File: config.mk
export PLATFORM = sky130hd
export DESIGN_NAME = routex_out_arb_flat
export DESIGN_NICKNAME = d
export VERILOG_FILES = /design/src/rtl/routex_arb_pkg.sv /design/src/rtl/routex_arb_if.sv /design/src/rtl/routex_rr_pick.sv /design/src/rtl/routex_out_arb.sv /design/src/flat_wrapper.sv
export SDC_FILE = /design/constraint.sdc
export NUM_CORES = 1
export LEC_CHECK = 0
export BUFFER_PORTS_ARGS = -buffer_cell sky130_fd_sc_hd__buf_4
export CAP_MARGIN = 15
export CORE_ASPECT_RATIO = 1.75
export CORE_MARGIN = 5
export CORE_UTILIZATION = 25
export DETAILED_ROUTE_END_ITERATION = 8
export PLACE_DENSITY = 0.5
export SETUP_SLACK_MARGIN = 0.02
export SKIP_LAST_GASP = 1
export SYNTH_ARGS = -nofsm -noshare
export SYNTH_HDL_FRONTEND = slang
export SYNTH_SLANG_ARGS = --single-unit
File: constraint.sdc
create_clock -name clk -period 5.2 [get_ports clk]
set_input_delay 0.52 -clock clk [delete_from_list [all_inputs] [get_ports clk]]
set_output_delay 0.52 -clock clk [all_outputs]
set_load 0.005 [all_outputs]
File: src/rtl/routex_arb_pkg.sv
// Shared types and helpers for the routex per-output arbiter.
package routex_arb_pkg;

    localparam int unsigned LEN_W     = 64;
    localparam int unsigned LEN_LSB_W = 3;
    localparam int unsigned BEATS_W   = 30;

    typedef enum logic [1:0] {
        IDLE = 2'd0,
        HDR  = 2'd1,
        PLD  = 2'd2
    } state_t;

    // Payload beats for a header word-7 length: ceil(len[31:0] / 8).
    function automatic logic [BEATS_W-1:0] beats(input logic [LEN_W-1:0] len);
        return BEATS_W'(len[31:LEN_LSB_W]) + BEATS_W'(|len[LEN_LSB_W-1:0]);
    endfunction

endpackage

File: src/rtl/routex_arb_if.sv
// Handshake bundle between the routex datapath and one output-port arbiter.
interface routex_arb_if
    import routex_arb_pkg::*;
#(
    parameter int unsigned NumPorts = 4
);
    localparam int unsigned IdxW = (NumPorts > 1) ? $clog2(NumPorts) : 1;

    logic [NumPorts-1:0]            req;
    logic [NumPorts-1:0][LEN_W-1:0] len;
    logic [NumPorts-1:0]            d_valid;
    logic                           q_bp;
    logic [NumPorts-1:0]            gnt;
    logic [IdxW-1:0]                gnt_idx;
    logic [NumPorts-1:0]            d_bp;
    logic                           q_sof;
    logic                           q_eof;
    logic                           busy;
    logic                           err;

    modport master (
        output req, len, d_valid, q_bp,
        input  gnt, gnt_idx, d_bp, q_sof, q_eof, busy, err
    );

    modport slave (
        input  req, len, d_valid, q_bp,
        output gnt, gnt_idx, d_bp, q_sof, q_eof, busy, err
    );

endinterface

File: src/rtl/routex_rr_pick.sv
// Round-robin picker: first requester strictly after ptr, wrapping.
module routex_rr_pick #(
    parameter int unsigned NumPorts = 4,
    parameter int unsigned IdxW     = (NumPorts > 1) ? $clog2(NumPorts) : 1
) (
    input  logic [NumPorts-1:0] req,
    input  logic [IdxW-1:0]     ptr,
    output logic [NumPorts-1:0] onehot,
    output logic [IdxW-1:0]     idx
);

    logic [2*NumPorts-1:0] dbl;
    logic [NumPorts-1:0]   rot;
    logic                  found;
    int unsigned           start;
    int unsigned           k;
    int unsigned           pos;

    // Rotate the doubled request vector so ptr+1 lands at bit 0, then take the lowest set bit.
    always_comb begin
        dbl   = {req, req};
        start = (32'(ptr) + 32'd1) % NumPorts;
        rot   = NumPorts'(dbl >> start);
        found = 1'b0;
        k     = 32'd0;
        for (int i = 0; i < NumPorts; i++) begin
            if (!found && rot[i]) begin
                found = 1'b1;
                k     = 32'(i);
            end
        end
        pos    = (start + k) % NumPorts;
        idx    = IdxW'(pos);
        onehot = found ? (NumPorts'(1) << pos) : '0;
    end

endmodule

File: src/rtl/routex_out_arb.sv
// Per-output-port packet arbiter/sequencer for the routex crossbar.
// Optional stall watchdog enabled with `define ROUTEX_ARB_WDOG_EN.
module routex_out_arb
    import routex_arb_pkg::*;
#(
    parameter int unsigned NumPorts  = 4,
    parameter int unsigned WdogLimit = 1024
) (
    input  logic          clk,
    input  logic          rst,
    routex_arb_if.slave   bus
);

    localparam int unsigned IdxW = (NumPorts > 1) ? $clog2(NumPorts) : 1;

    state_t               state;
    logic [NumPorts-1:0]  gnt_q;
    logic [IdxW-1:0]      gnt_idx_q;
    logic [IdxW-1:0]      ptr_q;
    logic [BEATS_W-1:0]   cnt_q;
    logic                 err_q;

    logic [NumPorts-1:0]  pick_gnt;
    logic [IdxW-1:0]      pick_idx;
    logic [BEATS_W-1:0]   hdr_beats_c;
    logic                 gvalid_c;
    logic                 xfer_c;
    logic                 last_c;
    logic                 wdog_hit_c;

    routex_rr_pick #(
        .NumPorts (NumPorts),
        .IdxW     (IdxW)
    ) u_pick (
        .req    (bus.req),
        .ptr    (ptr_q),
        .onehot (pick_gnt),
        .idx    (pick_idx)
    );

    // Transfer qualification and final-beat detection for the granted input.
    assign hdr_beats_c = beats(bus.len[gnt_idx_q]);
    assign gvalid_c    = |(bus.d_valid & gnt_q);
    assign xfer_c      = gvalid_c && !bus.q_bp;
    assign last_c      = ((state == HDR) && (hdr_beats_c == '0)) ||
                         ((state == PLD) && (cnt_q == BEATS_W'(1)));

`ifdef ROUTEX_ARB_WDOG_EN
    logic [15:0] wdog_q;

    assign wdog_hit_c = (state != IDLE) && !gvalid_c && !bus.q_bp &&
                        (wdog_q == 16'(WdogLimit - 1));

    // Stall counter: counts starved cycles of the granted input, frozen under downstream backpressure.
    always_ff @(posedge clk) begin
        if (rst || (state == IDLE) || xfer_c || wdog_hit_c) begin
            wdog_q <= '0;
        end else if (!gvalid_c && !bus.q_bp) begin
            wdog_q <= wdog_q + 16'd1;
        end
    end
`else
    logic unused_wdog;

    assign wdog_hit_c  = 1'b0;
    assign unused_wdog = ^32'(WdogLimit);
`endif

    // Packet FSM: arbitrate in IDLE, hold the grant through header and payload beats.
    always_ff @(posedge clk) begin
        if (rst) begin
            state     <= IDLE;
            gnt_q     <= '0;
            gnt_idx_q <= '0;
            ptr_q     <= IdxW'(NumPorts - 1);
            cnt_q     <= '0;
            err_q     <= 1'b0;
        end else begin
            err_q <= 1'b0;
            case (state)
                IDLE: begin
                    if (|bus.req) begin
                        gnt_q     <= pick_gnt;
                        gnt_idx_q <= pick_idx;
                        state     <= HDR;
                    end
                end
                HDR, PLD: begin
                    if (wdog_hit_c) begin
                        gnt_q <= '0;
                        ptr_q <= gnt_idx_q;
                        err_q <= 1'b1;
                        state <= IDLE;
                    end else if (xfer_c) begin
                        if (last_c) begin
                            gnt_q <= '0;
                            ptr_q <= gnt_idx_q;
                            state <= IDLE;
                        end else begin
                            cnt_q <= (state == HDR) ? hdr_beats_c : cnt_q - BEATS_W'(1);
                            state <= PLD;
                        end
                    end
                end
                default: state <= IDLE;
            endcase
        end
    end

    // Framing strobes and per-input backpressure; only the granted input sees downstream BP.
    assign bus.gnt     = gnt_q;
    assign bus.gnt_idx = gnt_idx_q;
    assign bus.d_bp    = rst ? '1 : (~gnt_q | {NumPorts{bus.q_bp}});
    assign bus.q_sof   = xfer_c && (state == HDR);
    assign bus.q_eof   = xfer_c && last_c;
    assign bus.busy    = (state != IDLE);
    assign bus.err     = err_q;

endmodule
File: src/flat_wrapper.sv
// flat-port wrapper written by rule: the top's interface ports become plain ports
module routex_out_arb_flat import routex_arb_pkg::*;
#(
    parameter int unsigned NumPorts  = 4,
    parameter int unsigned WdogLimit = 1024
)
  (clk, rst, bus_req, bus_len, bus_d_valid, bus_q_bp, bus_gnt, bus_gnt_idx, bus_d_bp, bus_q_sof, bus_q_eof, bus_busy, bus_err);
  routex_arb_if #(.NumPorts(NumPorts)) bus_i ();
  input  logic clk;
  input  logic rst;
  input wire logic [$bits(bus_i.req)-1:0] bus_req;
  input wire logic [$bits(bus_i.len)-1:0] bus_len;
  input wire logic [$bits(bus_i.d_valid)-1:0] bus_d_valid;
  input wire logic [$bits(bus_i.q_bp)-1:0] bus_q_bp;
  output wire logic [$bits(bus_i.gnt)-1:0] bus_gnt;
  output wire logic [$bits(bus_i.gnt_idx)-1:0] bus_gnt_idx;
  output wire logic [$bits(bus_i.d_bp)-1:0] bus_d_bp;
  output wire logic [$bits(bus_i.q_sof)-1:0] bus_q_sof;
  output wire logic [$bits(bus_i.q_eof)-1:0] bus_q_eof;
  output wire logic [$bits(bus_i.busy)-1:0] bus_busy;
  output wire logic [$bits(bus_i.err)-1:0] bus_err;
  assign bus_i.req = bus_req;
  assign bus_i.len = bus_len;
  assign bus_i.d_valid = bus_d_valid;
  assign bus_i.q_bp = bus_q_bp;
  assign bus_gnt = bus_i.gnt;
  assign bus_gnt_idx = bus_i.gnt_idx;
  assign bus_d_bp = bus_i.d_bp;
  assign bus_q_sof = bus_i.q_sof;
  assign bus_q_eof = bus_i.q_eof;
  assign bus_busy = bus_i.busy;
  assign bus_err = bus_i.err;
  routex_out_arb #(.NumPorts(NumPorts), .WdogLimit(WdogLimit)) u_core (.clk(clk), .rst(rst), .bus(bus_i));
endmodule
==> results of run 1 <==
[registers in the layout, summed over array words and instances, names as in the netlist]
register            cells
u_core.bus.gnt          4
u_core.bus.gnt_idx      2
u_core.state            2
u_core.cnt_q           30
u_core.ptr_q            2
[stage by stage]
stage | instances | cell area, um^2 | setup WS [ns] | utilization
3_5_place_dp | 938 | 5954 | 0.4020 | 0.3298
3_3_place_gp | 938 | 5954 | 0.4108 | 0.3298
2_1_floorplan | 576 | 4589 | 0.5571 | -
4_1_cts | 945 | 6088 | 0.4251 | 0.3372
6_report | 945 | 6088 | 0.3835 | 0.3372
5_1_grt | 945 | 6088 | 0.1836 | 0.3372
[worst paths after layout]
check                         from  cells after the start          endpoint
max reg2reg  u_core.bus.gnt_idx[1]                     13  u_core.cnt_q[26]
min               u_core.cnt_q[28]                      2  u_core.cnt_q[28]
min reg2reg       u_core.cnt_q[28]                      2  u_core.cnt_q[28]
max          u_core.bus.gnt_idx[1]                     12         bus_q_eof
[metal layers]
metal  vias up  wire length (um)
met2       231              8623
met3        30              1032
li1       2531                 -
met5         -                 0
met1      2503              6270
met4         0               575
[power by group]
part,switching [mW],leakage [nW],internal [mW],total [mW]
logic,1.06,1.95,0.773,1.84
clock network,0.126,0.0667,0.175,0.300
registers,0.0659,0.324,0.348,0.414
[worst register-to-register path: stages, from the launching register on]
cell and delay (ns):
dfxtp_1 0.65, mux4_2 0.42, ha_1 0.21, ha_1 0.20
nand2_1 0.07, o22ai_1 0.19, a311o_1 0.38, a2111o_1 0.43
nor4_1 0.29, buf_4 0.16, nand4b_1 0.17, or4_1 0.82
nand2_4 0.40, o221a_2 0.26
[kinds of logic (layout without fill, tap and decap cells)]
logic type / Yosys count / in the layout / share of synthesized area
and+or+nand+nor: 234 / 234 / 0.2650
buffers and inverters: 62 / 197 / 0.06434
adders and majority gates: 10 / 10 / 0.02726
AOI/OAI and AO/OA: 161 / 161 / 0.2481
xor gates and xnor gates: 30 / 30 / 0.05725
DFF: 40 / 40 / 0.1745
muxes: 38 / 38 / 0.1628
other: 1 / 1 / 0.0008171
[cells in the final DEF, fill, tap and decap left out, drive strengths merged, types with 17 or more instances in the layout]
cell type	netlist	routed
nor2	56	56
buf	15	171
inv	17	17
o21ai	30	30
dfxtp	40	40
a21oi	30	30
mux4	29	29
o31ai	19	19
nor4	30	30
nand2	42	42
nor3	29	29
[final cells by class]
type,instances,area share
Multi-Input combinational cell,474,0.5756
Timing Repair Buffer,171,0.2109
Sequential cell,40,0.1317
Tap cell,234,0.04809
Clock buffer,6,0.02117
Inverter,19,0.01171
Clock inverter,1,0.0008220
==> results.ini, run 1 <==
[logic_synthesis]
synth_area_um2 = 4589
yosysMostFrequentCell = nor2_1
synth_area_leaders = dfxtp_1 17%, mux4_2 14%, nor2_1 4.6%
async_flop_share = 0
seq_area_frac_synth = 0.1745
synth_top_area_share = 0.1745
synth-main-ff-cell = dfxtp_1
synthCells = 576
yosysUniqueCellTypes = 71
synth_edf_count = 0
synth_nets = 853
ys_warn_count = 0
ys_ff_latch = 40
synthTopCellsByCount = 56 x nor2_1, 41 x nand2_1, 40 x dfxtp_1
syn_avg_cell_area_um2 = 7.968
yosysTopAreaCell = dfxtp_1

[route]
drt_wl_total_um = 16500
dr.pass1.iters = 5
drtIter0Drc = 495
ant_nets = 0
avgRoutedWirePerCell_um = 17.46
vias_per_cell = 5.603
drcViolationCount = 0
num_vias = 5295

[clocking]
cts_buffer_depth = 2
cts_resized = 0
root_buffer = clkbuf_16
clkSinkCount = 40
clkTransAtPathRegs_ns = 0.06
htree_levels = 2
post_cts_buffers = 0
clk_latency_ns = 0.29
hold_buffers = 0
cts_buffers = 5
cts_tree = built

[grt]
gr-total-overflow = 0
grt_pass1_wl_um = 26810
met1_usage = 0.1736
busiest_layer = met2
grtUsageMet3 = 0.02335
grt_pass1_vias = 5372
antenna_found_initial = 0
grt_usage = 0.1514
grt_max_degree = 71
use_met2 = 0.2765

[timing]
hold_viol = 0
fmax_mhz = 207.6
rsz0062_at_grt = no
period_share = 0.9262
maxSlewViolCount = 0
setup_violations = 0
tightest_slew_ns = 1.029
whs_ns = 0.4910
min_period_ns = 4.816
slew_headroom = 0.3095
fin_tns_setup_ns = 0
fin_skew_ns = 0.008814

[layout]
diodes = 0
nFillCells = 1975
syn_to_final_growth_pct = 32.66
seq_area_um2 = 802.0
drive_gt1_frac = 0.3136
multiInputGateArea_um2 = 3505
fin_nets = 988

[die]
rows = 65
dieWidth_um = 112.4
die-area_um2 = 21270
initial_utilization = 0.2542
io_pins = 281
fp.dieH_um = 189.2
core_um2 = 18050

[job]
max-cap-violations = 0

[placement]
io_buffers = 151
dpl.hpwl_um = 13190
gp_congestion = 0.8786

[setup_path]
slowest_delay_ns = 0.65
cp_max_fo = 11
crit_arrival_ns = 4.30
crit_slowest_cell = dfxtp_1
crit_buf_inv = 1
cp.required_ns = 4.68
critPathKind = reg2out
end_kind = primary output
startpoint_type = flip-flop
critPathTopFamily = simple AND/OR/NAND/NOR gates
r2r_setup_slack_ns = 0.50
crit_chain = mux4_2 -> ha_1 -> ha_1 -> nand2_1 -> o22ai_1 -> a311o_1 -> a2111o_1 -> nor4_1 -> nand3_1 -> nor4_1 -> o21a_1 -> buf_4

[pwr]
power_density_nw_per_um2 = 419.2
finalPower_mw = 2.552
peakVddDrop_v = 0.0001943
leakage_nw = 2.344

[worst_hold_path]
hold_class = reg2reg

[outcome]
outcome = completed

No activity file was read; power rests on OpenSTA's default activity.
==> run 2: changes to the inputs <==
PLACE_DENSITY = 0.51   (was 0.5)
==> run 2 against run 1 <==
Against the previous run:
- combinational power is essentially flat
- register-to-register slack gained 0.09 ns
- cell count grew 0.85%
- total power grew 4.8%
- routed wire length grew 2.2%
- die area is the same
- global-route usage grew 0.24 points
- final area grew 2.3%
- sequential share of layout area shrank 0.26 points
- critical path type unchanged
- largest power group unchanged
- highest routed layer unchanged
==> results.ini, run 2 (synthesis results as in run 1) <==
[layout]
drive_gt1_frac = 0.3227  ; was 0.3136
final_cell_area_um2 = 6230  ; was 6088 um^2
fin_nets = 995  ; was 988
largest_reg_flops = 30  ; unchanged
largest-register = u_core.cnt_q  ; unchanged
final_common_cell = buf_4  ; unchanged
syn_to_final_growth_pct = 35.74  ; was 32.66%
final_cell_mix = 175 x buf_4, 56 x nor2_1, 41 x nand2_1, 39 x dfxtp_1, 30 x a21oi_1  ; was 171 x buf_4, 56 x nor2_1, 41 x nand2_1, 39 x dfxtp_1, 30 x a21oi_1
stdcell_count = 953  ; was 945
diodes = 0  ; unchanged

[die]
core_um2 = 18050  ; unchanged
rows = 65  ; unchanged
io_pins = 281  ; unchanged
dieWidth_um = 112.4  ; unchanged
fp.dieH_um = 189.2  ; unchanged
die-area_um2 = 21270  ; unchanged
initial_utilization = 0.2542  ; unchanged

[timing]
whs_ns = 0.4978  ; was 0.4910 ns
setup_ws_ns = 0.4087  ; was 0.3835 ns
hold_viol = 0  ; unchanged
maxSlewViolCount = 0  ; unchanged
period_share = 0.9214  ; was 0.9262
rsz0062_at_grt = no  ; unchanged
slew_headroom = 0.2975  ; was 0.3095
fin_skew_ns = 0.007484  ; was 0.008814 ns
tightest_slew_ns = 1.047  ; was 1.029 ns
setup_violations = 0  ; unchanged
min_period_ns = 4.791  ; was 4.816 ns
fin_tns_setup_ns = 0  ; unchanged
fmax_mhz = 208.7  ; was 207.6 MHz

[clocking]
htree_levels = 2  ; unchanged
cts_buffer_depth = 2  ; unchanged
hold_buffers = 0  ; unchanged
post_cts_buffers = 0  ; unchanged
clkTransAtPathRegs_ns = 0.06  ; about the same
clk_latency_ns = 0.29  ; about the same
clkSinkCount = 40  ; unchanged
root_buffer = clkbuf_16  ; unchanged
cts_tree = built  ; unchanged
cts_buffers = 5  ; unchanged

[route]
highest_layer = met4  ; unchanged
avgRoutedWirePerCell_um = 17.70  ; was 17.46 um
drcViolationCount = 0  ; unchanged
wl_met3_um = 983  ; was 1032 um
num_vias = 5331  ; was 5295
vias_per_cell = 5.594  ; was 5.603
wl_met2_um = 8942  ; was 8623 um
wl_met1_um = 6337  ; was 6270 um
drtIter0Drc = 336  ; was 495
drt_wl_total_um = 16870  ; was 16500 um
ant_nets = 0  ; unchanged
dr.pass1.iters = 7  ; was 5

[setup_path]
crit_slowest_cell = dfxtp_1  ; unchanged
timing.rr.start = u_core.bus.gnt_idx[1]  ; unchanged
cp.required_ns = 4.68  ; about the same
cp_num_cells = 12  ; unchanged
crit_arrival_ns = 4.27  ; was 4.30 ns
end_kind = primary output  ; unchanged
critPathKind = reg2out  ; unchanged
critPathTopFamily = simple AND/OR/NAND/NOR gates  ; unchanged
reg2regPathDepth = 15  ; was 13
crit_buf_inv = 3  ; was 1
startpoint_type = flip-flop  ; unchanged
crit_start = u_core.bus.gnt_idx[1]  ; unchanged
crit_chain = buf_4 -> mux4_2 -> ha_1 -> nand2_1 -> o22ai_1 -> nand4_1 -> buf_4 -> or4_1 -> o2bb2ai_1 -> nor4_1 -> o21a_1 -> buf_4  ; was mux4_2 -> ha_1 -> ha_1 -> nand2_1 -> o22ai_1 -> a311o_1 -> a2111o_1 -> nor4_1 -> nand3_1 -> nor4_1 -> o21a_1 -> buf_4
slowest_delay_ns = 0.62  ; was 0.65 ns
cp_common_cell = buf_4
cp_max_fo = 22  ; was 11

[job]
max-cap-violations = 0  ; unchanged

[grt]
grt_max_degree = 71  ; unchanged
gr-total-overflow = 0  ; unchanged
grt_usage = 0.1539  ; was 0.1514
grt_pass1_wl_um = 27040  ; was 26810 um
antenna_found_initial = 0  ; unchanged
grt_pass1_vias = 5317  ; was 5372

[placement]
io_buffers = 151  ; unchanged
dpl.hpwl_um = 13440  ; was 13190 um
place_area_um2 = 6045  ; was 5954 um^2
pre_cts_ws_ns = 0.5943  ; was 0.4020 ns
gp_congestion = 0.8547  ; was 0.8786
placed_cells = 945  ; was 938

[worst_hold_path]
holdPathStages = 2  ; unchanged
hold_class = reg2reg  ; unchanged
hp-start = u_core.cnt_q[28]  ; unchanged

[outcome]
outcome = completed  ; unchanged

[pwr]
power_density_nw_per_um2 = 429.2  ; was 419.2 nW/um^2
leakage_nw = 2.415  ; was 2.344 nW
peakVddDrop_v = 0.0001819  ; was 0.0001943 V

run 2: tightest hold or removal path: stages, from the launching register on:
cell and delay [ns]:
dfxtp_1 0.31, o311ai_0 0.09, nand2_1 0.06
run 2: through the flow:
stage          utilization  total power [mW]
4_1_cts             0.3449             2.678
3_3_place_gp        0.3348             2.246
3_5_place_dp        0.3348             2.281
2_1_floorplan            -             1.773
5_1_grt             0.3450             2.908
6_report            0.3450             2.674
run 2: cell type report:
| class | count | area [um^2] |
|---|---|---|
| fillers | 1969 | 11830 |
| clock buffers | 7 | 152.6 |
| inverters | 19 | 71.32 |
| flip-flops and latches | 40 | 804.5 |
| clock inverters | 1 | 30.03 |
| well taps | 234 | 292.8 |
| multi-input cells | 474 | 3505 |
| repair buffers | 178 | 1374 |
run 2: layer usage:
layer,GRT usage,up-vias
li1,-,2558
met1,0.1753,2512
met2,0.2830,226
met3,0.02143,35
met4,0.06478,0
met5,0,-
run 2: where the power goes:
group          total [mW]  internal (mW)  switching [mW]
Clock               0.388          0.253           0.135
Combinational        1.86          0.792            1.07
Sequential          0.426          0.349          0.0774
run 2: worst paths after layout:
kind	slack (ns)	end
max	0.41	bus_q_eof
min	0.50	u_core.cnt_q[28]
max reg2reg	0.59	u_core.cnt_q[2]
min reg2reg	0.50	u_core.cnt_q[28]
run 2: repair_timing:
item | in CTS | in global routing
resized for setup | 0 | 1
endpoints found under the hold margin | 0 | 0
endpoints found under the setup margin | 0 | 1
